===== src/rtl/pattern_sequencer.sv =====
// pattern_sequencer: streams a latched-length table of pixel/color entries to a driver, then triggers a send and waits out an inter-frame gap.
module pattern_sequencer #(
  parameter int GAP_CYCLES = 16
) (
  input  logic         clock,
  input  logic         reset,
  input  logic         run,
  input  logic [6:0]   max_num_loads,
  input  logic [503:0] color_array,
  input  logic [188:0] pixel_array,
  output logic         load_valid,
  input  logic         load_ready,
  output logic [2:0]   load_pixel,
  output logic [7:0]   load_color,
  output logic         send_go,
  input  logic         send_done,
  output logic         busy,
  output logic [7:0]   frame_count
);
  typedef enum logic [1:0] {IDLE, LOAD, SEND, GAP} state_t;
  localparam logic [15:0] GAP_LD = 16'(GAP_CYCLES);
  state_t      state_q, state_d;
  logic [5:0]  idx_q, idx_d, n_q, n_d, n_clamp;
  logic [15:0] gap_q, gap_d;
  logic        load_valid_q, load_valid_d, send_go_q, send_go_d, busy_q, busy_d, fetch;
  logic [2:0]  load_pixel_q, load_pixel_d;
  logic [7:0]  load_color_q, load_color_d, frame_count_q, frame_count_d;
  assign n_clamp = max_num_loads == 7'd0 ? 6'd1 : max_num_loads > 7'd63 ? 6'd63 : max_num_loads[5:0];
  always_comb begin
    state_d       = state_q;
    idx_d         = idx_q;
    n_d           = n_q;
    gap_d         = gap_q;
    load_valid_d  = load_valid_q;
    send_go_d     = 1'b0;
    frame_count_d = frame_count_q;
    fetch         = 1'b0;
    case (state_q)
      IDLE: if (run) begin
        state_d      = LOAD;
        idx_d        = 6'd0;
        n_d          = n_clamp;
        load_valid_d = 1'b1;
        fetch        = 1'b1;
      end
      LOAD: if (load_valid_q && load_ready) begin
        if (idx_q == n_q - 6'd1) begin
          state_d      = SEND;
          load_valid_d = 1'b0;
          send_go_d    = 1'b1;
        end else begin
          idx_d = idx_q + 6'd1;
          fetch = 1'b1;
        end
      end
      SEND: if (send_done) begin
        state_d       = GAP;
        frame_count_d = frame_count_q + 8'd1;
        gap_d         = GAP_LD;
      end
      default: begin
        gap_d = gap_q - 16'd1;
        if (gap_q <= 16'd1) begin
          gap_d        = 16'd0;
          state_d      = run ? LOAD : IDLE;
          idx_d        = 6'd0;
          n_d          = run ? n_clamp : n_q;
          load_valid_d = run;
          fetch        = run;
        end
      end
    endcase
    load_pixel_d = fetch ? pixel_array[3*idx_d +: 3] : load_pixel_q;
    load_color_d = fetch ? color_array[8*idx_d +: 8] : load_color_q;
    busy_d       = state_d != IDLE;
  end
  always_ff @(posedge clock or negedge reset) begin
    if (!reset) begin
      state_q       <= IDLE;
      idx_q         <= '0;
      n_q           <= '0;
      gap_q         <= '0;
      load_valid_q  <= 1'b0;
      load_pixel_q  <= '0;
      load_color_q  <= '0;
      send_go_q     <= 1'b0;
      busy_q        <= 1'b0;
      frame_count_q <= '0;
    end else begin
      state_q       <= state_d;
      idx_q         <= idx_d;
      n_q           <= n_d;
      gap_q         <= gap_d;
      load_valid_q  <= load_valid_d;
      load_pixel_q  <= load_pixel_d;
      load_color_q  <= load_color_d;
      send_go_q     <= send_go_d;
      busy_q        <= busy_d;
      frame_count_q <= frame_count_d;
    end
  end
  assign load_valid  = load_valid_q;
  assign load_pixel  = load_pixel_q;
  assign load_color  = load_color_q;
  assign send_go     = send_go_q;
  assign busy        = busy_q;
  assign frame_count = frame_count_q;
endmodule


===== config.mk =====
export PLATFORM = sky130hd
export DESIGN_NAME = pattern_sequencer
export DESIGN_NICKNAME = d
export VERILOG_FILES = /design/src/rtl/pattern_sequencer.sv
export SDC_FILE = /design/constraint.sdc
export NUM_CORES = 1
export LEC_CHECK = 0
export BUFFER_PORTS_ARGS = -buffer_cell sky130_fd_sc_hd__buf_2
export CAP_MARGIN = 0
export CORE_AREA = 2 2 279 281
export DETAILED_ROUTE_END_ITERATION = 8
export DIE_AREA = 0 0 281 283
export PLACE_DENSITY = 0.3
export SYNTH_ARGS = -nofsm -noshare
export SYNTH_HDL_FRONTEND = slang
export SYNTH_SLANG_ARGS = --single-unit

===== constraint.sdc =====
create_clock -name clock -period 10.3 [get_ports clock]
set_input_delay 0 -clock clock [delete_from_list [all_inputs] [get_ports clock]]
set_output_delay 0 -clock clock [all_outputs]
set_load 0.05 [all_outputs]

==> metrics.md <==
| Metric | Value |
|---|---|
| Outcome | `complete, no violations` |
| GR Util All Layers | `0.183` |
| Reg2reg start | `state_q[1]` |
| Hold WS | `around 0.0069 ns` |
| WL final | `around 76000 um` |
| Largest cells by area after synthesis | `nand2_1, dfrtp_1, mux2i_1, a32oi_1, a21oi_1` |
| Metal2 WL | `37900 um` |
| Highest clock rate | `roughly 160 MHz` |
| Most frequent cells in the layout | `buf_2, nand2_1, mux2i_1` |
| Hold Crit Class | `input pin to register` |
| Fillcell total | `9000` |
| Synth Flop Type | `dfrtp_1` |
| Wire length on met1 | `31700 um` |
| Routed met3 length | `4440 um` |
| CP cell instances | `inv_1 -> ha_1 -> nor2b_1 -> nand2_1 -> a311oi_1 -> a21oi_2 -> buf_4 -> and2_4 -> inv_8 -> buf_4 -> a211oi_1 -> a311oi_1 -> a311oi_1 -> a211oi_1 -> a311o_1` |
| Vias in the first global route | `around 14000` |
| Cell count after synthesis | `around 1300` |
| Fraction of registers with async set/reset | `1.00` |
| RSZ-0062 raised after global routing | `false` |
| Power density over the cells | `a little over 200 nW/um2` |
| Hold EP | `n_q[2]` |
| Syn-to-layout area delta | `53.1%` |
| Final min period | `between 6 and 7 ns` |
| IO Count | `727` |
| Fin. max-slew vios | `0` |
| GRT overflow | `0` |
| Largest family of logic cells by synthesized area | `compound AO/OA/AOI/OAI gates` |
| Max stage delay on crit path | `between 0.9 and 1 ns` |
| Compound-cell area share of the yosys netlist | `0.294` |
| Clk sinks | `52` |
| Setup TNS | `0 ns` |
| Seq/Total Area, Yosys | `0.143` |
| Critical path class | `register to register` |
| Die Height | `~280 um` |
| # port buffers | `726` |
| Post-Syn Area | `around 9100 um2` |
| Yosys top cell area share | `0.157` |
| Antenna violations before repair | `37` |
| Commonest non-fill, non-tap cell in the layout | `buf_2` |
| EDFF count, synth | `0` |
| TritonRoute pass-1 iters | `5` |
| Worst R2R End | `load_color[2]` |
| Net Count, Synth | `between 2000 and 2500` |
| Drt initial violations | `593` |
| Highest metal used | `met5` |
| Worst EP required | `~11 ns` |
| R2R cell count | `15` |
| Multi-input logic area | `7200 um2` |
| Final Cycle Share | `0.615` |
| Drt wl/cell | `between 20 and 30 um` |
| Worst setup EP type | `register` |
| R2r setup slk | `slightly below 4 ns` |
| Worst slack at placement | `4.00 ns` |
| Leak | `~6.3 nW` |
| CTS-repair resized insts | `0` |
| Fin. Hold Viols | `0` |
| Most common cell on crit path | `a311oi_1` |
| Data arrival time of the worst path | `between 6 and 7 ns` |
| Die Area | `about 80000 um2` |
| Netlist cell types | `a little under 70` |
| Core footprint | `approximately 77000 um2` |
| Layout cell share with drive strength beyond 1 | `0.417` |
| Worst ir drop on vdd | `0.000165 V` |
| Adder-cell share of the synthesized area | `0.0123` |
| Cell taking the most area after synthesis | `nand2_1` |
| # nets final | `between 2000 and 3000` |
| Final setup fails | `0` |
| CP max FO | `between 80 and 90` |
| GPL Wtd Cong | `a little under 0.9` |
| Die width | `~280 um` |
| Area after DPL | `around 14000 um2` |
| Mean Syn Cell Area | `approximately 7 um2` |
| Synth Area in Simple Gates | `0.284` |
| Final Worst Setup Slack | `3.97 ns` |
| Antenna viol nets, final | `0` |
| Cell row count | `102` |
| Clk_skew | `0.0154 ns` |
| Final non-filler cell area | `14000 um2` |
| Clock Latency Late Sink | `between 0.3 and 0.4 ns` |
| Clock root buffer | `clkbuf_16` |
| Post-synthesis mux area share | `0.168` |
| Slew @ Worst Pin | `about 1.2 ns` |
| XOR/XNOR share of the synthesized area | `0.0250` |
| Largest net degree at the start of global routing | `83` |
| CTS tree | `yes` |
| Via density | `4.36` |
| FF/Latch Area | `1300 um2` |
| Min-delay src | `max_num_loads[2]` |
| Clock buffer depth | `2` |
| Total number of vias | `13185` |
| Max Cap Viol | `0` |
| Synth Register Bits | `52` |
| Initial Util | `0.119` |
| CTS clk-pin slew, worst paths | `roughly 0.090 ns` |
| Hold path depth | `3` |
| TritonCTS buffer count | `5` |
| First-pass GRT wire length | `around 100000 um` |
| Number of synthesis warnings | `0` |
| Slew margin rel. | `0.213` |
| Setup crit start kind | `register` |
| Residual DRC | `0` |
| H-tree depth | `2` |
| DP Wirelength | `roughly 63000 um` |
| Worst path slowest cell | `a211oi_1` |
worst max-delay path, delay by kind of cell, from the launching register on:
kind | cells | cell delay, ns
flops | 1 | 0.48
buf+inv | 4 | 1.73
compound gates | 7 | 2.59
simple gates | 3 | 1.09
fa+ha+maj | 1 | 0.32
registers in the layout, summed over array words and instances, names as in the netlist, 2 cells and up:
name / count
n_q: 6
load_pixel: 3
idx_q: 6
state_q: 2
load_color: 8
frame_count: 8
gap_q: 16
cell type report:
| type | count | share of cell area |
|---|---|---|
| clock buffer | 5 | 0.00896 |
| inverter | 16 | 0.00528 |
| clock inverter | 3 | 0.00188 |
| timing repair buffer | 759 | 0.278 |
| antenna | 20 | 0.00358 |
| sequential | 52 | 0.0932 |
| tap | 1040 | 0.0932 |
| multi-input combinational | 1130 | 0.516 |
cells by family after synthesis:
| kind of cell | count (synthesis) |
|---|---|
| buffers and inverters | 138 |
| XOR/XNOR | 26 |
| flip-flops | 52 |
| adder cells (fa/ha/maj) | 9 |
| AO/OA/AOI/OAI | 357 |
| multiplexers | 149 |
| AND/OR/NAND/NOR | 589 |
stage by stage:
stage / util / total power, mW / cells
after detailed placement: 0.179 / 2.72 / 2993
after floorplan: - / 1.76 / 1320
after global placement: 0.179 / 2.69 / 2990
after CTS: 0.181 / 2.93 / 3005
final: 0.182 / 2.87 / 3025
after global routing: 0.182 / 3.10 / 3021
Yosys cell counts (8+ instances only):
cell type and n:
a221o_1 29, buf_4 9, a311o_1 10, nor3_1 13
a31oi_1 23, nand4_1 11, nor2_1 47, a32oi_1 47
buf_6 8, o21ai_0 43, ha_1 9, a311oi_1 26
nand2_1 381, mux2i_1 126, dfrtp_1 52, o211ai_1 13
a211oi_1 24, o311ai_0 10, xnor2_1 20, mux2_2 22
clkbuf_1 45, o211a_1 13, and3_1 45, buf_2 54
nand3_1 51, a32o_1 9, a21oi_1 68, inv_1 12
repair_timing:
item	CTS	global route
hold buffers	4	0
setup buffers	0	0
endpoints found under the hold margin	54	0
worst max path at each step:
stage | slack, ns | to | cells past startpoint | startpoint
after floorplan | 7.08 | load_color[2] | 14 | n_q[0]
after global placement | 4.09 | load_color[2] | 15 | state_q[1]
after detailed placement | 4.00 | load_color[2] | 15 | state_q[1]
after CTS | 3.96 | load_color[2] | 15 | state_q[1]
after global routing | 3.67 | load_color[2] | 15 | state_q[1]
final | 3.97 | load_color[2] | 15 | state_q[1]
power by group:
group | switching (mW) | internal, mW
logic | 1.50 | 0.767
registers | 0.117 | 0.277
clock network | 0.110 | 0.0930
per-layer routing:
| layer | track usage | up-vias |
|---|---|---|
| met4 | 0.0532 | 16 |
| met2 | 0.321 | 482 |
| met5 | 0 | - |
| met3 | 0.0413 | 78 |
| li1 | - | 6231 |
| met1 | 0.221 | 6378 |
Power figures use the tool's default switching activity.
